File: config.mk
export PLATFORM = sky130hd
export DESIGN_NAME = mux4_rr_scheduler_flat
export DESIGN_NICKNAME = d
export VERILOG_FILES = /design/src/rtl/mux4_rr_scheduler_pkg.sv /design/src/rtl/mux4_rr_scheduler_if.sv /design/src/rtl/mux4_rr_scheduler_mux4_df.sv /design/src/rtl/mux4_rr_scheduler_rr_pick4.sv /design/src/rtl/mux4_rr_scheduler.sv /design/src/flat_wrapper.sv
export SDC_FILE = /design/constraint.sdc
export NUM_CORES = 1
export LEC_CHECK = 0
export ABC_AREA = 1
export CORE_ASPECT_RATIO = 2
export CORE_MARGIN = 2
export CORE_UTILIZATION = 35
export CTS_CLUSTER_DIAMETER = 60
export DETAILED_ROUTE_END_ITERATION = 8
export SETUP_SLACK_MARGIN = 0.02
export SYNTH_ARGS = -nofsm -noshare
export SYNTH_HDL_FRONTEND = slang
export SYNTH_HIERARCHICAL = 1
export SYNTH_SLANG_ARGS = --single-unit
File: constraint.sdc
create_clock -name clk -period 1.7 [get_ports clk]
set_clock_uncertainty 0.15 [all_clocks]
set_input_delay 0.34 -clock clk [delete_from_list [all_inputs] [get_ports clk]]
set_output_delay 0.34 -clock clk [all_outputs]
set_load 0.1 [all_outputs]
File: src/rtl/mux4_rr_scheduler_pkg.sv
// Shared types and helpers for the four-source round-robin mux scheduler.
//   state_t   : scheduler FSM states (IDLE, SETTLE, XFER)
//   SEL_I0..3 : mux select encodings for {S1,S0}
//   onehot4   : converts a 2-bit select into a one-hot grant vector
package mux4_sched_pkg;

    typedef enum logic [1:0] {
        IDLE   = 2'd0,
        SETTLE = 2'd1,
        XFER   = 2'd2
    } state_t;

    localparam logic [1:0] SEL_I0 = 2'b00;
    localparam logic [1:0] SEL_I1 = 2'b01;
    localparam logic [1:0] SEL_I2 = 2'b10;
    localparam logic [1:0] SEL_I3 = 2'b11;

    function automatic logic [3:0] onehot4(input logic [1:0] sel);
        return 4'b0001 << sel;
    endfunction

endpackage

File: src/rtl/mux4_rr_scheduler_if.sv
// Bus bundle between the four requesters/downstream sink and the scheduler.
//   req[3:0]      : request per source (bit n -> In)
//   I0..I3        : source data, DATA_W bits each
//   out_ready     : downstream ready
//   S1, S0        : registered mux select
//   gnt[3:0]      : registered one-hot grant
//   out_valid, Y  : output beat and its data (Y is 0 when not valid)
// Modports: master = requester/sink side, slave = scheduler side.
interface mux4_sched_if #(
    parameter int DATA_W = 1
);
    logic [3:0]        req;
    logic [DATA_W-1:0] I0;
    logic [DATA_W-1:0] I1;
    logic [DATA_W-1:0] I2;
    logic [DATA_W-1:0] I3;
    logic              out_ready;
    logic              S1;
    logic              S0;
    logic [3:0]        gnt;
    logic              out_valid;
    logic [DATA_W-1:0] Y;

    modport master (
        output req, I0, I1, I2, I3, out_ready,
        input  S1, S0, gnt, out_valid, Y
    );

    modport slave (
        input  req, I0, I1, I2, I3, out_ready,
        output S1, S0, gnt, out_valid, Y
    );
endinterface

File: src/rtl/mux4_rr_scheduler_mux4_df.sv
// Single-bit 4:1 dataflow multiplexer.
//   I0..I3 : data inputs
//   S1, S0 : select, {S1,S0}=n picks In
//   Y      : selected bit
module mux4_df (
    input  logic I0,
    input  logic I1,
    input  logic I2,
    input  logic I3,
    input  logic S1,
    input  logic S0,
    output logic Y
);
    assign Y = (~S1 & ~S0 & I0) |
               (~S1 &  S0 & I1) |
               ( S1 & ~S0 & I2) |
               ( S1 &  S0 & I3);
endmodule

File: src/rtl/mux4_rr_scheduler_rr_pick4.sv
// Combinational rotating-priority picker for four requesters.
//   req[3:0] : request vector
//   ptr[1:0] : highest-priority index this round
//   any      : at least one request is set
//   idx[1:0] : first set request found searching ptr, ptr+1, ... mod 4
module rr_pick4 (
    input  logic [3:0] req,
    input  logic [1:0] ptr,
    output logic       any,
    output logic [1:0] idx
);
    logic [1:0] cand;

    always_comb begin
        any  = |req;
        idx  = ptr;
        cand = ptr;
        // Walk from the farthest offset back to ptr so the closest hit wins.
        for (int k = 3; k >= 0; k--) begin
            cand = ptr + 2'(k);
            if (req[cand]) begin
                idx = cand;
            end
        end
    end
endmodule

File: src/rtl/mux4_rr_scheduler.sv
// Round-robin scheduler sharing one 4:1 mux datapath between four sources.
// Arbitrates req, drives the registered mux select {S1,S0} and one-hot gnt,
// and streams the granted source's data out through valid/ready for up to
// BURST beats per grant.
//   clk, rst : clock, asynchronous active-high reset
//   bus      : mux4_sched_if slave (req, I0..I3, out_ready in;
//              S1, S0, gnt, out_valid, Y out)
module mux4_rr_scheduler
    import mux4_sched_pkg::*;
#(
    parameter int DATA_W = 1,
    parameter int BURST  = 4
) (
    input  logic        clk,
    input  logic        rst,
    mux4_sched_if.slave bus
);
    localparam int CNT_W = (BURST > 1) ? $clog2(BURST) : 1;
    localparam logic [CNT_W-1:0] LAST_BEAT = CNT_W'(BURST - 1);

    state_t            state;
    logic [1:0]        ptr;
    logic [1:0]        sel;
    logic [3:0]        gnt_r;
    logic              vld;
    logic [CNT_W-1:0]  beat_cnt;

    logic              any;
    logic [1:0]        idx;
    logic              beat;
    logic [DATA_W-1:0] mux_y;

    rr_pick4 u_pick (
        .req (bus.req),
        .ptr (ptr),
        .any (any),
        .idx (idx)
    );

    assign beat = vld & bus.out_ready;

    always_ff @(posedge clk or posedge rst) begin
        if (rst) begin
            state    <= IDLE;
            ptr      <= 2'd0;
            sel      <= SEL_I0;
            gnt_r    <= 4'b0000;
            vld      <= 1'b0;
            beat_cnt <= '0;
        end else begin
            case (state)
                IDLE: begin
                    if (any) begin
                        sel      <= idx;
                        gnt_r    <= onehot4(idx);
                        beat_cnt <= '0;
                        state    <= SETTLE;
                    end else begin
                        // Selects keep their last value while idle.
                        gnt_r <= 4'b0000;
                    end
                end
                SETTLE: begin
                    // Select lines have had a full cycle to settle.
                    vld   <= 1'b1;
                    state <= XFER;
                end
                XFER: begin
                    if (beat) begin
                        // A dropped request still gets the beat that was on offer.
                        if (!bus.req[sel] || beat_cnt == LAST_BEAT) begin
                            gnt_r <= 4'b0000;
                            vld   <= 1'b0;
                            ptr   <= sel + 2'd1;
                            state <= IDLE;
                        end else begin
                            beat_cnt <= beat_cnt + 1'b1;
                        end
                    end
                end
                default: begin
                    gnt_r <= 4'b0000;
                    vld   <= 1'b0;
                    state <= IDLE;
                end
            endcase
        end
    end

    for (genvar b = 0; b < DATA_W; b++) begin : g_bit
        mux4_df u_mux (
            .I0 (bus.I0[b]),
            .I1 (bus.I1[b]),
            .I2 (bus.I2[b]),
            .I3 (bus.I3[b]),
            .S1 (sel[1]),
            .S0 (sel[0]),
            .Y  (mux_y[b])
        );
    end

    assign bus.S1        = sel[1];
    assign bus.S0        = sel[0];
    assign bus.gnt       = gnt_r;
    assign bus.out_valid = vld;
    // Zero-gate after the mux so Y never leaks a source while idle.
    assign bus.Y         = vld ? mux_y : '0;

endmodule

File: src/flat_wrapper.sv
// flat-port wrapper written by rule: the top's interface ports become plain ports
module mux4_rr_scheduler_flat import mux4_sched_pkg::*;
#(
    parameter int DATA_W = 1,
    parameter int BURST  = 4
)
  (clk, rst, bus_req, bus_I0, bus_I1, bus_I2, bus_I3, bus_out_ready, bus_S1, bus_S0, bus_gnt, bus_out_valid, bus_Y);
  mux4_sched_if #(.DATA_W(DATA_W)) bus_i ();
  input  logic clk;
  input  logic rst;
  input wire logic [$bits(bus_i.req)-1:0] bus_req;
  input wire logic [$bits(bus_i.I0)-1:0] bus_I0;
  input wire logic [$bits(bus_i.I1)-1:0] bus_I1;
  input wire logic [$bits(bus_i.I2)-1:0] bus_I2;
  input wire logic [$bits(bus_i.I3)-1:0] bus_I3;
  input wire logic [$bits(bus_i.out_ready)-1:0] bus_out_ready;
  output wire logic [$bits(bus_i.S1)-1:0] bus_S1;
  output wire logic [$bits(bus_i.S0)-1:0] bus_S0;
  output wire logic [$bits(bus_i.gnt)-1:0] bus_gnt;
  output wire logic [$bits(bus_i.out_valid)-1:0] bus_out_valid;
  output wire logic [$bits(bus_i.Y)-1:0] bus_Y;
  assign bus_i.req = bus_req;
  assign bus_i.I0 = bus_I0;
  assign bus_i.I1 = bus_I1;
  assign bus_i.I2 = bus_I2;
  assign bus_i.I3 = bus_I3;
  assign bus_i.out_ready = bus_out_ready;
  assign bus_S1 = bus_i.S1;
  assign bus_S0 = bus_i.S0;
  assign bus_gnt = bus_i.gnt;
  assign bus_out_valid = bus_i.out_valid;
  assign bus_Y = bus_i.Y;
  mux4_rr_scheduler #(.DATA_W(DATA_W), .BURST(BURST)) u_core (.clk(clk), .rst(rst), .bus(bus_i));
endmodule
==> impl_metrics.yaml, run 1 <==
logic_synthesis:
  synth.ff_latch_count: 13
  synth_compound_area_frac: 0.0351
  mapped_nets: 157
  synthMuxAreaShare: 0
  largest_family_of_logic_cells_by_synthesized_area: "simple AND/OR/NAND/NOR gates"
  synth_area_per_cell_um2: 6.39
  post_synth_fa_ha_maj_area_fraction: 0.0135
  synth_sequential_area_ratio: 0.351
  synth_simple_gate_area_frac: 0.455
  synth_area_um2: 926
  syn_inst: 145
  synth_cell_types: 21
  count_of_warnings_emitted_by_yosys: 6
  synth-xor-area-share: 0.00946
timing:
  rsz0062_at_grt: "yes"
  max-slew-margin-rel: 0.640
  max_clock_freq_mhz: 563
  final.period_utilization: 1.04
  final.min_clock_period_ps: 1780
  finalHoldViolations: 0
  worst_slew_pin_slew_ps: 540
  setup-violations-final: 1
  drv_slew: 0
  post-route-worst-setup-slack_ps: -76.3
layout:
  most_common_cell_after_layout_fill_and_taps_aside: "nand2_1"
  growth_of_design_area_from_synthesis_to_finish_pct: 60.0
  drive_above_1_share: 0.443
  finalNetCount: 187
  final_cell_mix: "43 x nand2_1, 23 x nand2_2, 16 x inv_1, 9 x nand3_2"
  area.sequential_um2: 337
  area_of_the_multi_input_gates_um2: 606
  layout.filler_cells: 251
  antenna-diode-count: 0
critical_path:
  path_max_fanout: 4
  critical_path.startpoint: "u_core/sel[1]$_DFFE_PP0P_"
  worstSetupStartpointType: "flip-flop"
  setup.worst_path.end_class: "primary output"
  required_ps: 1210
  worstRegToRegCells: 12
  worstPathArrival_ps: 1290
  regToRegStartpoint: "u_core/ptr[0]$_DFFE_PP0P_"
  timing.setup.critical_path_class: "flip-flop to primary output"
global_routing:
  grt_start_max_net_pins: 14
  grt_first_pass_wirelength_um: 3770
  antenna_found_initial: 0
  use_met1: 0.169
  globalRouteMet2Util: 0.308
  grt_pass1_vias: 926
  grt_util_all_layers: 0.169
  top_usage_layer: "met2"
  gr_met3_demand_resource: 0.0173
  global_route.overflow_total: 0
drt:
  remaining_drc_errors: 0
  routed_wl_um: 2560
  starting_drt_drc_count: 41
  drt_pass1_iterations: 4
  num_vias: 966
  ant_nets: 0
  route.detailed.vias_per_inst: 4.78
  wire_length_per_cell_after_detailed_routing_um: 12.7
placed_design:
  pre_cts_slack_ps: -361
  place.gp.congestion: 0.757
  place.detailed.hpwl_um: 1810
  place.port_buffers: 18
floorplan:
  num_rows: 26
  die-height_um: 76.7
  die_area_mm2: 0.00310
  start_util: 0.365
  num_io_pins: 19
  placeableCoreArea_mm2: 0.00254
  die-width_um: 40.4
clock_tree:
  cts_inserted_buffers: 3
  level_count_of_the_clock_h_tree: 1
  cts.hold.buffers_added: 0
  worst_setup_hold_path_clk_slew_ps: 60
  clock_path_buffers: 2
  insertion_delay_ps: 240
  clock_tree_from_tritoncts: "built"
  clock_tree_root_buffer_cell: "clkbuf_8"
  cts.sinks: 13
run_status:
  violations: "negative setup slack"
  run_status: "finished, violations left"
worst_hold_path:
  timing.hold.worst.class: "input port to asynchronous set/reset pin"
flow_run:
  cap_viol_max_count: 0
==> registers in the layout, summed over array words and instances, names as in the netlist <==
signal                count
u_core/bus.gnt            4
u_core/beat_cnt           2
u_core/ptr                2
u_core/sel                2
u_core/state              2
u_core/bus.out_valid      1
==> worst paths after layout <==
kind,end,slack (ps)
max reg2reg,u_core/sel[0]$_DFFE_PP0P_,50
max,bus_Y,-80
max in group asynchronous,u_core/sel[1]$_DFFE_PP0P_,700
min reg2reg,u_core/beat_cnt[1]$_DFFE_PP0P_,350
min,u_core/bus.gnt[2]$_DFFE_PP0P_,290
min in group clk,u_core/beat_cnt[1]$_DFFE_PP0P_,350
==> worst max-delay path, stage by stage (launching register included) <==
cell,delay (ps)
dfrtp_4,500
inv_4,70
nand2_2,50
nand3_2,50
nand2_2,50
nand2_2,70
clkinvlp_4,90
buf_12,170
==> metrics by stage <==
| stage | hold slack [ps] | std cells | utilization | area [um^2] | setup TNS [ps] |
|---|---|---|---|---|---|
| 2_1_floorplan | 66.9 | 145 | - | 941 | -153 |
| 4_1_cts | 303 | 200 | 0.520 | 1320 | -107 |
| 6_report | 291 | 202 | 0.584 | 1480 | -76.3 |
| 3_3_place_gp | 310 | 194 | 0.495 | 1250 | -2070 |
| 3_5_place_dp | 348 | 194 | 0.495 | 1250 | -2140 |
| 5_1_grt | 341 | 202 | 0.584 | 1480 | -221 |
==> layout make-up <==
cell class / count / area share
flip-flops and latches: 13 / 0.227
well taps: 28 / 0.0236
multi-input cells: 102 / 0.409
inverters: 29 / 0.0878
repair buffers: 26 / 0.222
clock buffers: 4 / 0.0304
==> cells by family after synthesis <==
logic type,Yosys count
simple gates,94
buf+inv,30
flops,13
compound gates,6
xor+xnor,1
fa+ha+maj,1
==> metal layers <==
metal / wire (um) / part of all wire / vias to the layer above
met2: 1560 / 0.61 / 13
met3: 43 / 0.017 / 6
li1: - / - / 494
met1: 890 / 0.35 / 453
met5: 0 / 0 / -
met4: 70 / 0.027 / 0
==> synth_stat cells (all sizes together) <==
library cell | instances | area share
nand4 | 1 | 0.0068
o21ai | 4 | 0.022
clkinv | 1 | 0.0041
nand3b | 1 | 0.0081
nor2 | 3 | 0.020
ha | 1 | 0.014
buf | 1 | 0.012
xnor2 | 1 | 0.0095
dfrtp | 13 | 0.35
inv | 28 | 0.12
o21bai | 1 | 0.0081
a21oi | 1 | 0.0054
nand3 | 17 | 0.11
nor3 | 1 | 0.0054
nand2 | 71 | 0.31
==> what timing repair did <==
action / 4_1_cts / 5_1_grt
gates resized for setup: 13 / 47
pin swaps: 5 / 13
setup buffers: 2 / 2
gates cloned: 0 / 0
setup endpoints to repair: 7 / 7
Power of run 1 is not shown: default switching activity piles up to over one toggle a cycle in this logic, so the estimate is an artifact.
==> run 2: changes to the inputs <==
--- a/config.mk
+++ b/config.mk
@@ -11,8 +11,10 @@
 export CORE_UTILIZATION = 35
 export CTS_CLUSTER_DIAMETER = 60
 export DETAILED_ROUTE_END_ITERATION = 8
+export DONT_BUFFER_PORTS = 1
 export SETUP_SLACK_MARGIN = 0.02
 export SYNTH_ARGS = -nofsm -noshare
 export SYNTH_HDL_FRONTEND = slang
 export SYNTH_HIERARCHICAL = 1
 export SYNTH_SLANG_ARGS = --single-unit
+export TNS_END_PERCENT = 1
==> run 2 against run 1 <==
Against the previous run:
- the flow still finishes with violations (negative setup slack)
- wire length is 21% lower
- register-to-register slack worse by 50 ps
- die area stayed put
- critical path depth stayed put
- sequential share of layout area is 7.4 points higher
- non-clock buffer count is 15 lower
- first-iteration DRC count is 71% lower
- critical endpoint unchanged
- sequential cell count stayed put
- highest routed layer unchanged
- via count is 9.6% lower
- clock-buffer cell count stayed put
- global-route usage is 0.28 points lower
==> impl_metrics.yaml, run 2 (synthesis gave the netlist of run 1 again) <==
run_status:
  run_status: "finished, violations left"
  violations: "negative setup slack"
timing:
  final.min_clock_period_ps: 1780
  worst_slew_pin_slew_ps: 521
  drv_slew: 0
  finalHoldViolations: 0
  max-slew-margin-rel: 0.652
  final.period_utilization: 1.05
  max_clock_freq_mhz: 562
  setup-violations-final: 1
  rsz0062_at_grt: "yes"
  post-route-worst-setup-slack_ps: -80.6
critical_path:
  timing.setup.critical_path_class: "flip-flop to primary output"
  r2r_slack_ps: 0
  cp_common_cell: "nand2_1"
  worstPathArrival_ps: 1290
  required_ps: 1210
  worst_path_max_delay_cell: "dfrtp_4"
  max_stage_delay_ps: 490
  regToRegStartpoint: "u_core/ptr[0]$_DFFE_PP0P_"
  path_max_fanout: 4
  crit_chain: "inv_2 > nand2_1 > nand3_1 > nand2_1 > nand2_2 > clkinvlp_4 > buf_12"
  worstRegToRegCells: 11
  r2r-end: "u_core/sel[1]$_DFFE_PP0P_"
  worstSetupStartpointType: "flip-flop"
  setup.worst_path.end_class: "primary output"
global_routing:
  grt_pass1_vias: 904
  grt_first_pass_wirelength_um: 3760
  grt_start_max_net_pins: 14
  antenna_found_initial: 0
  global_route.overflow_total: 0
  grt_util_all_layers: 0.166
clock_tree:
  worst_setup_hold_path_clk_slew_ps: 60
  cts.sinks: 13
  clock_path_buffers: 2
  clock_tree_root_buffer_cell: "clkbuf_8"
  insertion_delay_ps: 240
  cts_setup_buffers: 0
  clock_tree_from_tritoncts: "built"
  level_count_of_the_clock_h_tree: 1
  cts_inserted_buffers: 3
floorplan:
  die-height_um: 76.7
  num_io_pins: 19
  die-width_um: 40.4
  start_util: 0.365
  placeableCoreArea_mm2: 0.00254
  die_area_mm2: 0.00310
  num_rows: 26
worst_hold_path:
  timing.hold.worst.class: "input port to flip-flop"
  min_to: "u_core/state[1]$_DFFE_PP0P_"
  hp-start: "bus_out_ready"
  holdPathStages: 3
placed_design:
  place.detailed.hpwl_um: 1750
  dpl.cell_count: 182
  place.port_buffers: 0
  place.gp.congestion: 0.736
drt:
  ant_nets: 0
  route.detailed.vias_per_inst: 4.67
  drt_pass1_iterations: 6
  remaining_drc_errors: 0
  wire_length_per_cell_after_detailed_routing_um: 10.9
  routed_wl_um: 2030
  num_vias: 873
  starting_drt_drc_count: 12
layout:
  drive_above_1_share: 0.258
  instances_no_fill: 187
  most_common_cell_after_layout_fill_and_taps_aside: "nand2_1"
  largest_reg_flops: 4
  antenna-diode-count: 0
  final_cell_mix: "62 x nand2_1, 19 x inv_1, 14 x nand3_1, 9 x buf_4, 9 x nand2_2"
  growth_of_design_area_from_synthesis_to_finish_pct: 20.5
  finalNetCount: 172
flow_run:
  cap_viol_max_count: 0
run 2: cell types whose count changed in the layout (fill, tap and decap cells not counted), sizes merged:
cell,before,now
dlygate4sd3,0,1
buf,16,10
dlymetal6s2s,2,0
inv,26,27
clkinv,2,1
dlygate4sd2,6,0
clkdlybuf4s50,2,0
run 2: what timing repair did:
item	in CTS	in global routing
pin swaps	1	0
endpoints found under the setup margin	4	7
cloned	0	0
hold buffers	1	0
endpoints found under the hold margin	13	0
resized for setup	3	1
run 2: layer usage:
layer | wire length (um) | vias to the layer above | global-route usage
li1 | - | 465 | -
met1 | 714 | 397 | 0.170
met2 | 1240 | 9 | 0.303
met3 | 62 | 2 | 0.0231
met4 | 17 | 0 | 0.0600
met5 | 0 | - | 0
run 2: metrics by stage:
step / setup WS [ps] / area (um^2) / hold slack (ps) / TNS [ps] / utilization
finish: -80.6 / 1120 / 236 / -80.6 / 0.440
global route: -167 / 1120 / 259 / -683 / 0.440
CTS: -92.5 / 1110 / 238 / -103 / 0.439
detailed placement: -77.4 / 1050 / 150 / -102 / 0.415
global placement: -22.1 / 1050 / 141 / -22.1 / 0.415
floorplan: -153 / 941 / 66.9 / -153 / -
run 2: worst max path at each step:
| stage | start | cells after the start | slack [ps] | end |
|---|---|---|---|---|
| finish | u_core/sel[1]$_DFFE_PP0P_ | 7 | -80 | bus_Y |
| global route | u_core/sel[1]$_DFFE_PP0P_ | 7 | -170 | bus_Y |
| CTS | u_core/sel[1]$_DFFE_PP0P_ | 7 | -90 | bus_Y |
| floorplan | u_core/sel[1]$_DFFE_PP0P_ | 6 | -150 | bus_Y |
| detailed placement | u_core/ptr[0]$_DFFE_PP0P_ | 10 | -80 | u_core/sel[1]$_DFFE_PP0P_ |
| global placement | u_core/ptr[0]$_DFFE_PP0P_ | 10 | -20 | u_core/sel[1]$_DFFE_PP0P_ |
run 2: area by class of cell:
class                      instances  area (um^2)
timing repair buffer              11         97.6
tap                               28         35.0
sequential                        13          337
clock buffer                       4         45.0
fill                             284         1420
multi-input combinational        102          484
inverter                          29          118
run 2: worst max-delay path: cells and delay by family, from the launching register on:
family	cells	cell delay [ps]
simple gates	4	230
buf+inv	3	320
flops	1	490
Power of run 2 is left out for the same reason.
